==> config.mk <==
export PLATFORM = sky130hd
export DESIGN_NAME = ex_mem_stage_flat
export DESIGN_NICKNAME = d
export VERILOG_FILES = /design/src/rtl/ex_mem_stage_if.sv /design/src/rtl/ex_mem_stage.sv /design/src/flat_wrapper.sv
export SDC_FILE = /design/constraint.sdc
export NUM_CORES = 1
export LEC_CHECK = 0
export CAP_MARGIN = 10
export CELL_PAD_IN_SITES_DETAIL_PLACEMENT = 0
export CELL_PAD_IN_SITES_GLOBAL_PLACEMENT = 1
export CORE_MARGIN = 4
export CORE_UTILIZATION = 23
export CTS_CLUSTER_DIAMETER = 60
export DETAILED_ROUTE_END_ITERATION = 8
export PLACE_DENSITY = 0.73
export SKIP_LAST_GASP = 1
export SLEW_MARGIN = 20
export SYNTH_ARGS = -nofsm -noshare
export SYNTH_HDL_FRONTEND = slang
export SYNTH_SLANG_ARGS = --single-unit
export TNS_END_PERCENT = 30
==> constraint.sdc <==
create_clock -name Clk -period 6.56 [get_ports Clk]
set_input_delay 0.984 -clock Clk [delete_from_list [all_inputs] [get_ports Clk]]
set_output_delay 0.984 -clock Clk [all_outputs]
set_load 0.02 [all_outputs]
==> src/rtl/ex_mem_stage_if.sv <==
// EX->MEM stage bundle: EX-side operands/controls, hazard controls, and the MEM-side outputs.
// The master modport is the EX/hazard side; the slave modport is the pipeline register.
interface ex_mem_stage_if #(
    parameter int TAKEN_CNT_W = 16
);
    logic                   Stall;
    logic                   Flush;
    logic [31:0]            EX_ALUResult;
    logic                   EX_Zero;
    logic [31:0]            EX_BranchTarget;
    logic [31:0]            EX_RtData;
    logic [4:0]             EX_WriteReg;
    logic                   EX_RegWrite;
    logic                   EX_MemRead;
    logic                   EX_MemWrite;
    logic                   EX_MemToReg;
    logic                   EX_Branch;
    logic                   EX_Valid;
    logic [1:0]             EX_MemSize;

    logic [31:0]            MEM_ALUResult;
    logic [31:0]            MEM_BranchTarget;
    logic [4:0]             MEM_WriteReg;
    logic                   MEM_MemToReg;
    logic [1:0]             MEM_MemSize;
    logic                   MEM_RegWrite;
    logic                   MEM_MemRead;
    logic                   MEM_MemWrite;
    logic                   MEM_Valid;
    logic [31:0]            MEM_StoreData;
    logic [3:0]             MEM_ByteEn;
    logic                   MEM_Misaligned;
    logic                   MEM_PCSrc;
    logic [TAKEN_CNT_W-1:0] TakenCount;

    modport master (
        output Stall, Flush, EX_ALUResult, EX_Zero, EX_BranchTarget, EX_RtData,
               EX_WriteReg, EX_RegWrite, EX_MemRead, EX_MemWrite, EX_MemToReg,
               EX_Branch, EX_Valid, EX_MemSize,
        input  MEM_ALUResult, MEM_BranchTarget, MEM_WriteReg, MEM_MemToReg,
               MEM_MemSize, MEM_RegWrite, MEM_MemRead, MEM_MemWrite, MEM_Valid,
               MEM_StoreData, MEM_ByteEn, MEM_Misaligned, MEM_PCSrc, TakenCount
    );

    modport slave (
        input  Stall, Flush, EX_ALUResult, EX_Zero, EX_BranchTarget, EX_RtData,
               EX_WriteReg, EX_RegWrite, EX_MemRead, EX_MemWrite, EX_MemToReg,
               EX_Branch, EX_Valid, EX_MemSize,
        output MEM_ALUResult, MEM_BranchTarget, MEM_WriteReg, MEM_MemToReg,
               MEM_MemSize, MEM_RegWrite, MEM_MemRead, MEM_MemWrite, MEM_Valid,
               MEM_StoreData, MEM_ByteEn, MEM_Misaligned, MEM_PCSrc, TakenCount
    );
endinterface

==> src/rtl/ex_mem_stage.sv <==
// EX/MEM pipeline register with store lane formatting, byte enables and branch resolve.
// Latency 1 cycle; Stall holds all state (counter included), Flush loads a bubble and wins over Stall.
module ex_mem_stage #(
    parameter int TAKEN_CNT_W = 16
) (
    input  logic          Clk,
    input  logic          Reset,
    ex_mem_stage_if.slave bus
);
    logic [31:0]            alu_q;
    logic [31:0]            target_q;
    logic [31:0]            rt_q;
    logic [4:0]             wreg_q;
    logic [1:0]             size_q;
    logic                   zero_q;
    logic                   regwrite_q;
    logic                   memread_q;
    logic                   memwrite_q;
    logic                   memtoreg_q;
    logic                   branch_q;
    logic                   valid_q;
    logic [TAKEN_CNT_W-1:0] taken_q;

    logic [1:0]  a;
    logic        addr_bad;
    logic        misaligned;
    logic        mem_rd;
    logic        mem_wr;
    logic        pc_src;
    logic [3:0]  byte_en;
    logic [31:0] store_dat;

    always_ff @(posedge Clk or posedge Reset) begin
        if (Reset) begin
            alu_q      <= '0;
            target_q   <= '0;
            rt_q       <= '0;
            wreg_q     <= '0;
            size_q     <= '0;
            zero_q     <= 1'b0;
            regwrite_q <= 1'b0;
            memread_q  <= 1'b0;
            memwrite_q <= 1'b0;
            memtoreg_q <= 1'b0;
            branch_q   <= 1'b0;
            valid_q    <= 1'b0;
            taken_q    <= '0;
        end else begin
            // Data fields are left untouched by a flush; only controls become a bubble.
            if (bus.Flush) begin
                regwrite_q <= 1'b0;
                memread_q  <= 1'b0;
                memwrite_q <= 1'b0;
                memtoreg_q <= 1'b0;
                branch_q   <= 1'b0;
                valid_q    <= 1'b0;
            end else if (!bus.Stall) begin
                alu_q      <= bus.EX_ALUResult;
                target_q   <= bus.EX_BranchTarget;
                rt_q       <= bus.EX_RtData;
                wreg_q     <= bus.EX_WriteReg;
                size_q     <= bus.EX_MemSize;
                zero_q     <= bus.EX_Zero;
                regwrite_q <= bus.EX_RegWrite;
                memread_q  <= bus.EX_MemRead;
                memwrite_q <= bus.EX_MemWrite;
                memtoreg_q <= bus.EX_MemToReg;
                branch_q   <= bus.EX_Branch;
                valid_q    <= bus.EX_Valid;
            end
            if (pc_src && !bus.Stall && (taken_q != '1))
                taken_q <= taken_q + {{(TAKEN_CNT_W-1){1'b0}}, 1'b1};
        end
    end

    assign a = alu_q[1:0];

    always_comb begin
        case (size_q)
            2'b01:   addr_bad = a[0];
            2'b10:   addr_bad = 1'b0;
            default: addr_bad = |a;
        endcase
    end

    assign misaligned = valid_q & (memread_q | memwrite_q) & addr_bad;
    assign mem_rd     = memread_q & valid_q & ~misaligned;
    assign mem_wr     = memwrite_q & valid_q & ~misaligned;
    assign pc_src     = valid_q & branch_q & zero_q;

    always_comb begin
        byte_en = 4'b0000;
        if (mem_wr) begin
            case (size_q)
                2'b01:   byte_en = a[1] ? 4'b1100 : 4'b0011;
                2'b10:   byte_en = 4'b0001 << a;
                default: byte_en = 4'b1111;
            endcase
        end
    end

    always_comb begin
        case (size_q)
            2'b01:   store_dat = {rt_q[15:0], rt_q[15:0]};
            2'b10:   store_dat = {4{rt_q[7:0]}};
            default: store_dat = rt_q;
        endcase
    end

    assign bus.MEM_ALUResult    = alu_q;
    assign bus.MEM_BranchTarget = target_q;
    assign bus.MEM_WriteReg     = wreg_q;
    assign bus.MEM_MemToReg     = memtoreg_q;
    assign bus.MEM_MemSize      = size_q;
    assign bus.MEM_Valid        = valid_q;
    assign bus.MEM_MemRead      = mem_rd;
    assign bus.MEM_MemWrite     = mem_wr;
    assign bus.MEM_RegWrite     = regwrite_q & valid_q & ~(memread_q & misaligned);
    assign bus.MEM_Misaligned   = misaligned;
    assign bus.MEM_ByteEn       = byte_en;
    assign bus.MEM_StoreData    = store_dat;
    assign bus.MEM_PCSrc        = pc_src;
    assign bus.TakenCount       = taken_q;
endmodule

==> src/flat_wrapper.sv <==
// flat-port wrapper written by rule: the top's interface ports become plain ports
module ex_mem_stage_flat 
#(
    parameter int TAKEN_CNT_W = 16
)
  (Clk, Reset, bus_Stall, bus_Flush, bus_EX_ALUResult, bus_EX_Zero, bus_EX_BranchTarget, bus_EX_RtData, bus_EX_WriteReg, bus_EX_RegWrite, bus_EX_MemRead, bus_EX_MemWrite, bus_EX_MemToReg, bus_EX_Branch, bus_EX_Valid, bus_EX_MemSize, bus_MEM_ALUResult, bus_MEM_BranchTarget, bus_MEM_WriteReg, bus_MEM_MemToReg, bus_MEM_MemSize, bus_MEM_RegWrite, bus_MEM_MemRead, bus_MEM_MemWrite, bus_MEM_Valid, bus_MEM_StoreData, bus_MEM_ByteEn, bus_MEM_Misaligned, bus_MEM_PCSrc, bus_TakenCount);
  ex_mem_stage_if #(.TAKEN_CNT_W(TAKEN_CNT_W)) bus_i ();
  input  logic Clk;
  input  logic Reset;
  input wire logic [$bits(bus_i.Stall)-1:0] bus_Stall;
  input wire logic [$bits(bus_i.Flush)-1:0] bus_Flush;
  input wire logic [$bits(bus_i.EX_ALUResult)-1:0] bus_EX_ALUResult;
  input wire logic [$bits(bus_i.EX_Zero)-1:0] bus_EX_Zero;
  input wire logic [$bits(bus_i.EX_BranchTarget)-1:0] bus_EX_BranchTarget;
  input wire logic [$bits(bus_i.EX_RtData)-1:0] bus_EX_RtData;
  input wire logic [$bits(bus_i.EX_WriteReg)-1:0] bus_EX_WriteReg;
  input wire logic [$bits(bus_i.EX_RegWrite)-1:0] bus_EX_RegWrite;
  input wire logic [$bits(bus_i.EX_MemRead)-1:0] bus_EX_MemRead;
  input wire logic [$bits(bus_i.EX_MemWrite)-1:0] bus_EX_MemWrite;
  input wire logic [$bits(bus_i.EX_MemToReg)-1:0] bus_EX_MemToReg;
  input wire logic [$bits(bus_i.EX_Branch)-1:0] bus_EX_Branch;
  input wire logic [$bits(bus_i.EX_Valid)-1:0] bus_EX_Valid;
  input wire logic [$bits(bus_i.EX_MemSize)-1:0] bus_EX_MemSize;
  output wire logic [$bits(bus_i.MEM_ALUResult)-1:0] bus_MEM_ALUResult;
  output wire logic [$bits(bus_i.MEM_BranchTarget)-1:0] bus_MEM_BranchTarget;
  output wire logic [$bits(bus_i.MEM_WriteReg)-1:0] bus_MEM_WriteReg;
  output wire logic [$bits(bus_i.MEM_MemToReg)-1:0] bus_MEM_MemToReg;
  output wire logic [$bits(bus_i.MEM_MemSize)-1:0] bus_MEM_MemSize;
  output wire logic [$bits(bus_i.MEM_RegWrite)-1:0] bus_MEM_RegWrite;
  output wire logic [$bits(bus_i.MEM_MemRead)-1:0] bus_MEM_MemRead;
  output wire logic [$bits(bus_i.MEM_MemWrite)-1:0] bus_MEM_MemWrite;
  output wire logic [$bits(bus_i.MEM_Valid)-1:0] bus_MEM_Valid;
  output wire logic [$bits(bus_i.MEM_StoreData)-1:0] bus_MEM_StoreData;
  output wire logic [$bits(bus_i.MEM_ByteEn)-1:0] bus_MEM_ByteEn;
  output wire logic [$bits(bus_i.MEM_Misaligned)-1:0] bus_MEM_Misaligned;
  output wire logic [$bits(bus_i.MEM_PCSrc)-1:0] bus_MEM_PCSrc;
  output wire logic [$bits(bus_i.TakenCount)-1:0] bus_TakenCount;
  assign bus_i.Stall = bus_Stall;
  assign bus_i.Flush = bus_Flush;
  assign bus_i.EX_ALUResult = bus_EX_ALUResult;
  assign bus_i.EX_Zero = bus_EX_Zero;
  assign bus_i.EX_BranchTarget = bus_EX_BranchTarget;
  assign bus_i.EX_RtData = bus_EX_RtData;
  assign bus_i.EX_WriteReg = bus_EX_WriteReg;
  assign bus_i.EX_RegWrite = bus_EX_RegWrite;
  assign bus_i.EX_MemRead = bus_EX_MemRead;
  assign bus_i.EX_MemWrite = bus_EX_MemWrite;
  assign bus_i.EX_MemToReg = bus_EX_MemToReg;
  assign bus_i.EX_Branch = bus_EX_Branch;
  assign bus_i.EX_Valid = bus_EX_Valid;
  assign bus_i.EX_MemSize = bus_EX_MemSize;
  assign bus_MEM_ALUResult = bus_i.MEM_ALUResult;
  assign bus_MEM_BranchTarget = bus_i.MEM_BranchTarget;
  assign bus_MEM_WriteReg = bus_i.MEM_WriteReg;
  assign bus_MEM_MemToReg = bus_i.MEM_MemToReg;
  assign bus_MEM_MemSize = bus_i.MEM_MemSize;
  assign bus_MEM_RegWrite = bus_i.MEM_RegWrite;
  assign bus_MEM_MemRead = bus_i.MEM_MemRead;
  assign bus_MEM_MemWrite = bus_i.MEM_MemWrite;
  assign bus_MEM_Valid = bus_i.MEM_Valid;
  assign bus_MEM_StoreData = bus_i.MEM_StoreData;
  assign bus_MEM_ByteEn = bus_i.MEM_ByteEn;
  assign bus_MEM_Misaligned = bus_i.MEM_Misaligned;
  assign bus_MEM_PCSrc = bus_i.MEM_PCSrc;
  assign bus_TakenCount = bus_i.TakenCount;
  ex_mem_stage #(.TAKEN_CNT_W(TAKEN_CNT_W)) u_core (.Clk(Clk), .Reset(Reset), .bus(bus_i));
endmodule
==> run summary <==
Post-CTS Setup Bufs - 0
Initial antenna violation count - 0
Largest net degree at the start of global routing - 102
Distinct cells, synth - 38
Synth Area in XOR/XNOR - 2.38%
R2R setup slack - 4.68 ns
Fin crit share - 59.7%
Pre-antenna DRT Iters - 4
Later-pin clock latency in the skew report - 0.41 ns
Setup_tns - 0 ns
Hold crit path type - reg -> reg
HP Start - u_core.bus.MEM_ALUResult[17]$_DFFE_PP0P_
I/O pin cnt - 244
Clock tree buffer depth - 2
GRT overflow - 0
First-pass GRT wire length - 25.8 mm
Site Rows - 56
CTS Hold Bufs - 0
Worst Hold Endpoint - u_core.bus.MEM_ALUResult[17]$_DFFE_PP0P_
# DRC - 0
PD cells - 302 nW/um^2
Setup Crit Path Kind - reg -> out
VDD IR max - 0.122 mV
Max_slew headroom - 38.5%
Synthesized cell area - 5510 um^2
Crit-path max FO - 39
Vias - 4,194
Clk sinks - 126
Share of cells above drive strength 1 - 22.5%
Status - finished clean
Critical path arrival - 2.93 ns
Hold path depth - 1
WL final - 16.4 mm
Clk slew on worst S/H paths - 0.06 ns
Switching share of power - 29.3%
Die X - 163 um
Vias in the first global route - 4,525
DR WL/cell - 16.6 um
Syn_nets - 538
Max Fclk - 0.255 GHz
Mean post-synth cell area - 13.1 um^2
Worst reg2reg path depth - 5
Critical R2R Launch - u_core.bus.TakenCount[0]$_DFFE_PP0P_
Final nets - 773
Crit start category - flop
Die Span Y - 163 um
FF-to-FF End - u_core.bus.TakenCount[1]$_DFFE_PP0P_
Mux contribution to synthesized area - 22.0%
CTS tree - built
Post-route ant nets - 0
RSZ-0062 raised after global routing - no
CTS Root Cell - clkbuf_16
Cells after Synth - 420
Ant. Diodes - 0
Reg power frac - 35.6%
TritonCTS Buffers - 17
Die ar. - 26,500 um^2
Pint - 1.89 mW
Final Critical Period - 3.91 ns
Initial Util - 23.4%
Setup violators final - 0
Placer congestion estimate - 0.830
Max-cap check violation count - 0
Initial drt markers - 193
Area growth, synth to finish - 60.7%
Routed vias/inst - 4.25
CTS-repair resized insts - 0
Worst slew pin tran - 0.923 ns
Tot GR Track Use - 12.6%
Core Area - 23,500 um^2
Total power draw - 2.67 mW
Post-DP HPWL - 12.1 mm
Synth Register Bits - 126
Pins Over Slew Limit - 0
Clock share of power - 38.2%
Synth warn - 0
Port bufs - 243
CP Capture Type - output pin
Final Util - 37.6%
Hold slack - 0.503 ns
Leakage - 3.70 nW
Adder-cell share of the synthesized area - 0.908%
Clock Skews - 0.00844 ns
Sequential area share after synthesis - 57.2%
Simple-Gate Fraction of Synth Area - 8.94%
H-tree Lvls - 4
Pre-CTS WS - 3.06 ns
Switch Pwr - 0.783 mW
Main combinational cell family by area after synthesis - multiplexers
Hold Vio Cnt, Final - 0
PnR worst setup slack - 2.65 ns
Worst Path Required - 5.58 ns
Post-synthesis compound-gate area fraction - 5.18%
Combinational share of power - 26.2%
## layout by cell type, fill, tap and decap left out, drive strengths merged, types with 2 or more instances in the layout
cell           synthesis  final
clkdlybuf4s50          0    243
dfrtp                126    126
mux2                 102    102
nand2                 34     34
o21ai                 21     21
nor2                  19     19
clkbuf                10     17
xor2                  13     13
inv                    6     11
a22o                   8      8
a22oi                  8      8
nand3                  6      6
mux2i                  6      6
nor3                   6      6
clkinv                 0      5
a21oi                  4      4
ha                     4      4
bufinv                 0      4
nand4                  4      4
nor4                   4      4
or2                    3      3
buf                   20      3
nor2b                  2      2
a21o                   2      2
o21a                   2      2
and3                   2      2
xnor2                  2      2
nand4b                 2      2
## per-layer routing
metal	global-route usage (%)	part of all wire, %	vias to the layer above
li1	-	-	1942
met1	15.1	42	2054
met2	20.1	47	192
met3	6.48	11	6
met4	2.86	0.66	0
met5	0	0	-
## flip-flops by register name, indices dropped and copies added, names as in the netlist, 2 cells and up
register,count
u_core.bus.MEM_MemSize,2
u_core.bus.TakenCount,16
u_core.bus.MEM_ALUResult,32
u_core.rt_q,32
u_core.bus.MEM_WriteReg,5
u_core.bus.MEM_BranchTarget,32
## area by class of cell
cell class | count | area [um^2]
fill | 2333 | 14700
sequential | 126 | 3150
timing repair buffer | 246 | 2470
multi-input combinational | 258 | 2180
clock buffer | 17 | 425
tap | 319 | 399
clock inverter | 14 | 208
inverter | 6 | 25.0
## cells by family after synthesis
kind of cell,count (synthesis)
buffers and inverters,36
adders and majority gates,4
AOI/OAI and AO/OA,45
and+or+nand+nor,86
muxes,108
xor gates and xnor gates,15
DFF,126
## power groups by stage
stage                     Combinational, mW  Clock [mW]  Sequential (mW)
after floorplan                       0.276           0             1.03
after global placement                0.705           0            0.963
after detailed placement              0.710           0            0.966
after CTS                             0.711        1.06            0.952
after global routing                  0.750        1.10            0.964
final                                 0.699        1.02            0.950
## how the worst max path moves through the flow
stage	start	end	slack, ns	cells past startpoint
6_report	u_core.bus.MEM_MemSize[0]$_DFFE_PP0P_	bus_MEM_ByteEn[3]	2.65	9
5_1_grt	u_core.bus.MEM_MemSize[0]$_DFFE_PP0P_	bus_MEM_ByteEn[3]	2.48	9
4_1_cts	u_core.bus.MEM_MemSize[0]$_DFFE_PP0P_	bus_MEM_ByteEn[3]	2.59	9
3_5_place_dp	u_core.bus.MEM_MemSize[0]$_DFFE_PP0P_	bus_MEM_ByteEn[3]	3.06	9
3_3_place_gp	u_core.bus.MEM_MemSize[0]$_DFFE_PP0P_	bus_MEM_ByteEn[3]	3.12	9
2_1_floorplan	Reset	u_core.branch_q$_DFFE_PP0P_	2.22	1
## cell usage after synthesis
cell type / n / area (um^2)
a21o_1: 2 / 15.0
a21oi_1: 4 / 20.0
a22o_1: 8 / 70.1
a22oi_1: 8 / 60.1
and3_1: 2 / 12.5
buf_2: 11 / 55.1
buf_4: 8 / 60.1
buf_6: 1 / 11.3
clkbuf_1: 10 / 37.5
dfrtp_1: 126 / 3150
ha_1: 4 / 50.1
inv_1: 6 / 22.5
mux2_2: 101 / 1140
mux2_4: 1 / 15.0
mux2i_1: 6 / 60.1
nand2_1: 34 / 128
nand3_1: 6 / 30.0
nand4_1: 1 / 6.26
nand4_2: 1 / 12.5
nand4_4: 2 / 42.5
nand4b_1: 1 / 8.76
nand4b_4: 1 / 23.8
nor2_1: 18 / 67.6
nor2_2: 1 / 6.26
nor2b_1: 2 / 12.5
nor3_1: 5 / 25.0
nor3_2: 1 / 10.0
nor3b_1: 1 / 7.51
nor4_1: 2 / 12.5
nor4_4: 2 / 42.5
nor4b_1: 1 / 8.76
o21a_1: 2 / 15.0
o21ai_0: 21 / 105
or2_2: 3 / 18.8
or3_1: 1 / 6.26
or4_4: 1 / 11.3
xnor2_1: 2 / 17.5
xor2_1: 13 / 114
## critical path, cell delays in order (launching register included)
cell             delay (ns)
dfrtp_1                0.37
inv_1                  0.08
ha_1                   0.30
buf_4                  0.25
a21o_1                 0.19
o21ai_0                0.16
nand3_1                0.19
inv_1                  0.16
o21a_1                 0.14
clkdlybuf4s50_1        0.68
## stage by stage
step / std cells / area (um^2)
after floorplan: 420 / 5510
after global placement: 955 / 8220
after detailed placement: 955 / 8220
after CTS: 986 / 8860
after global routing: 986 / 8860
final: 986 / 8860
No activity file was read; power rests on OpenSTA's default activity.
==> patch (same flow settings) <==
`TAKEN_CNT_W` is set to 16 in 3 places; all go to 32.
--- a/src/rtl/ex_mem_stage_if.sv
+++ b/src/rtl/ex_mem_stage_if.sv
@@ -3,3 +3,3 @@
 interface ex_mem_stage_if #(
-    parameter int TAKEN_CNT_W = 16
+    parameter int TAKEN_CNT_W = 32
 );
--- a/src/rtl/ex_mem_stage.sv
+++ b/src/rtl/ex_mem_stage.sv
@@ -3,3 +3,3 @@
 module ex_mem_stage #(
-    parameter int TAKEN_CNT_W = 16
+    parameter int TAKEN_CNT_W = 32
 ) (
--- a/src/flat_wrapper.sv
+++ b/src/flat_wrapper.sv
@@ -3,3 +3,3 @@
 #(
-    parameter int TAKEN_CNT_W = 16
+    parameter int TAKEN_CNT_W = 32
 )
Interface: changed (resized bus_TakenCount); port bits go from 244 to 260. No check against the original RTL was run, so the function may have changed too.
==> patch against the original RTL <==
- setup slack better by 67 ps
- wire length up 15%
- sequential cell count up 16
- power up 0.74%
- area after synthesis up 15%
- via count up 15%
- global-route usage up 0.099 points
- cell area up 11%
- largest cell class unchanged
- largest power group is now sequential cells
==> patch: results (changes against the original RTL) <==
### Critical path
- **worst-case reg-to-reg path depth** 7, was 5
- **delay of the slowest critical-path stage** 600 ps, was 680 ps
- **arrival time worst endpoint** 2860 ps, was 2930 ps

### GRT
- **overall track demand over capacity in global routing** 0.127, was 0.126
- **largest net degree at the start of global routing** 95, was 102
- **global-route wire length before repair** 30.4 mm, was 25.8 mm
- **met3 layer usage reported by global route** 0.0400, was 0.0648

### Routing
- **number of vias in the routed layout** 4,811, was 4,194
- **wire length on met2** 9.00 mm, was 7.68 mm
- **DRT met1 WL** 8.37 mm, was 6.88 mm
- **wire length per cell** 17.1 um, was 16.6 um

### Yosys
- **Distinct cells, synth** 43, was 38
- **largest cells by area after synthesis** sky130_fd_sc_hd__dfrtp_1, sky130_fd_sc_hd__mux2_2, sky130_fd_sc_hd__nand2_1, sky130_fd_sc_hd__xnor2_1, sky130_fd_sc_hd__o21ai_0, was sky130_fd_sc_hd__dfrtp_1, sky130_fd_sc_hd__mux2_2, sky130_fd_sc_hd__nand2_1, sky130_fd_sc_hd__xor2_1, sky130_fd_sc_hd__o21ai_0
- **Syn Area/Cell** 12.5 um^2, was 13.1 um^2
- **flops & latches, synth** 142, was 126
- **Gate Count Post-Synth** 506, was 420
- **most common library cells after synthesis** sky130_fd_sc_hd__dfrtp_1, sky130_fd_sc_hd__mux2_2, sky130_fd_sc_hd__nand2_1, unchanged

### Finish
- **share of final-layout standard cells stronger than drive strength 1** 0.194, was 0.225
- **multi-input combinational area share** 0.266, was 0.246
- **number of standard cells in the layout, taps in and fillers out** 1,109, was 986
- **area of all sequential standard cells** 0.00355 mm^2, was 0.00315 mm^2
- **area occupied by multi-input gates** 0.00261 mm^2, was 0.00218 mm^2
- **clock buffer count** 18, was 17

### Placement
- **worst slack at placement** 2830 ps, was 3060 ps
- **global placer's final weighted congestion** 0.770, was 0.830
- **placed instance area** 0.00924 mm^2, was 0.00822 mm^2
- **Port Buffer Count** 259, was 243
- **DP Wirelength** 13.9 mm, was 12.1 mm

### Pwr
- **leak pwr** 0.00404 uW, was 0.00370 uW
- **fraction of power consumed by the clock network** 0.349, was 0.382
- **combinational gate power** 705 uW, was 699 uW
- **NetSw** 819 uW, was 783 uW

### Status
- **run status** finished clean, unchanged

### Timing
- **relative slew slack** 0.407, was 0.385
- **share of the clock period used by the worst path after layout** 0.587, was 0.597
- **worst clock skew** 4.93 ps, was 8.44 ps

### Hold path
- **capture endpoint of the worst hold path** u_core.bus.TakenCount[18], was u_core.bus.MEM_ALUResult[17]

-- patch: cell count changes after synthesis, moves of 3 or more --
cell / before / now
sky130_fd_sc_hd__nand4b_1: 1 / 4
sky130_fd_sc_hd__xnor2_1: 2 / 17
sky130_fd_sc_hd__and4_1: 0 / 4
sky130_fd_sc_hd__nand2_1: 34 / 41
sky130_fd_sc_hd__dfrtp_1: 126 / 142
sky130_fd_sc_hd__nor2_1: 18 / 23
sky130_fd_sc_hd__buf_2: 11 / 3
sky130_fd_sc_hd__and3_1: 2 / 8
sky130_fd_sc_hd__nand4_1: 1 / 11
sky130_fd_sc_hd__clkbuf_1: 10 / 21
sky130_fd_sc_hd__nand3_1: 6 / 16
-- patch: kinds of logic after synthesis --
kind of cell / Yosys count / share of synthesized area
mux: 109 / 0.192
buf+inv: 40 / 0.0313
simple gates: 131 / 0.115
compound gates: 51 / 0.0540
flops: 142 / 0.560
xor+xnor: 28 / 0.0386
fa+ha+maj: 5 / 0.00985
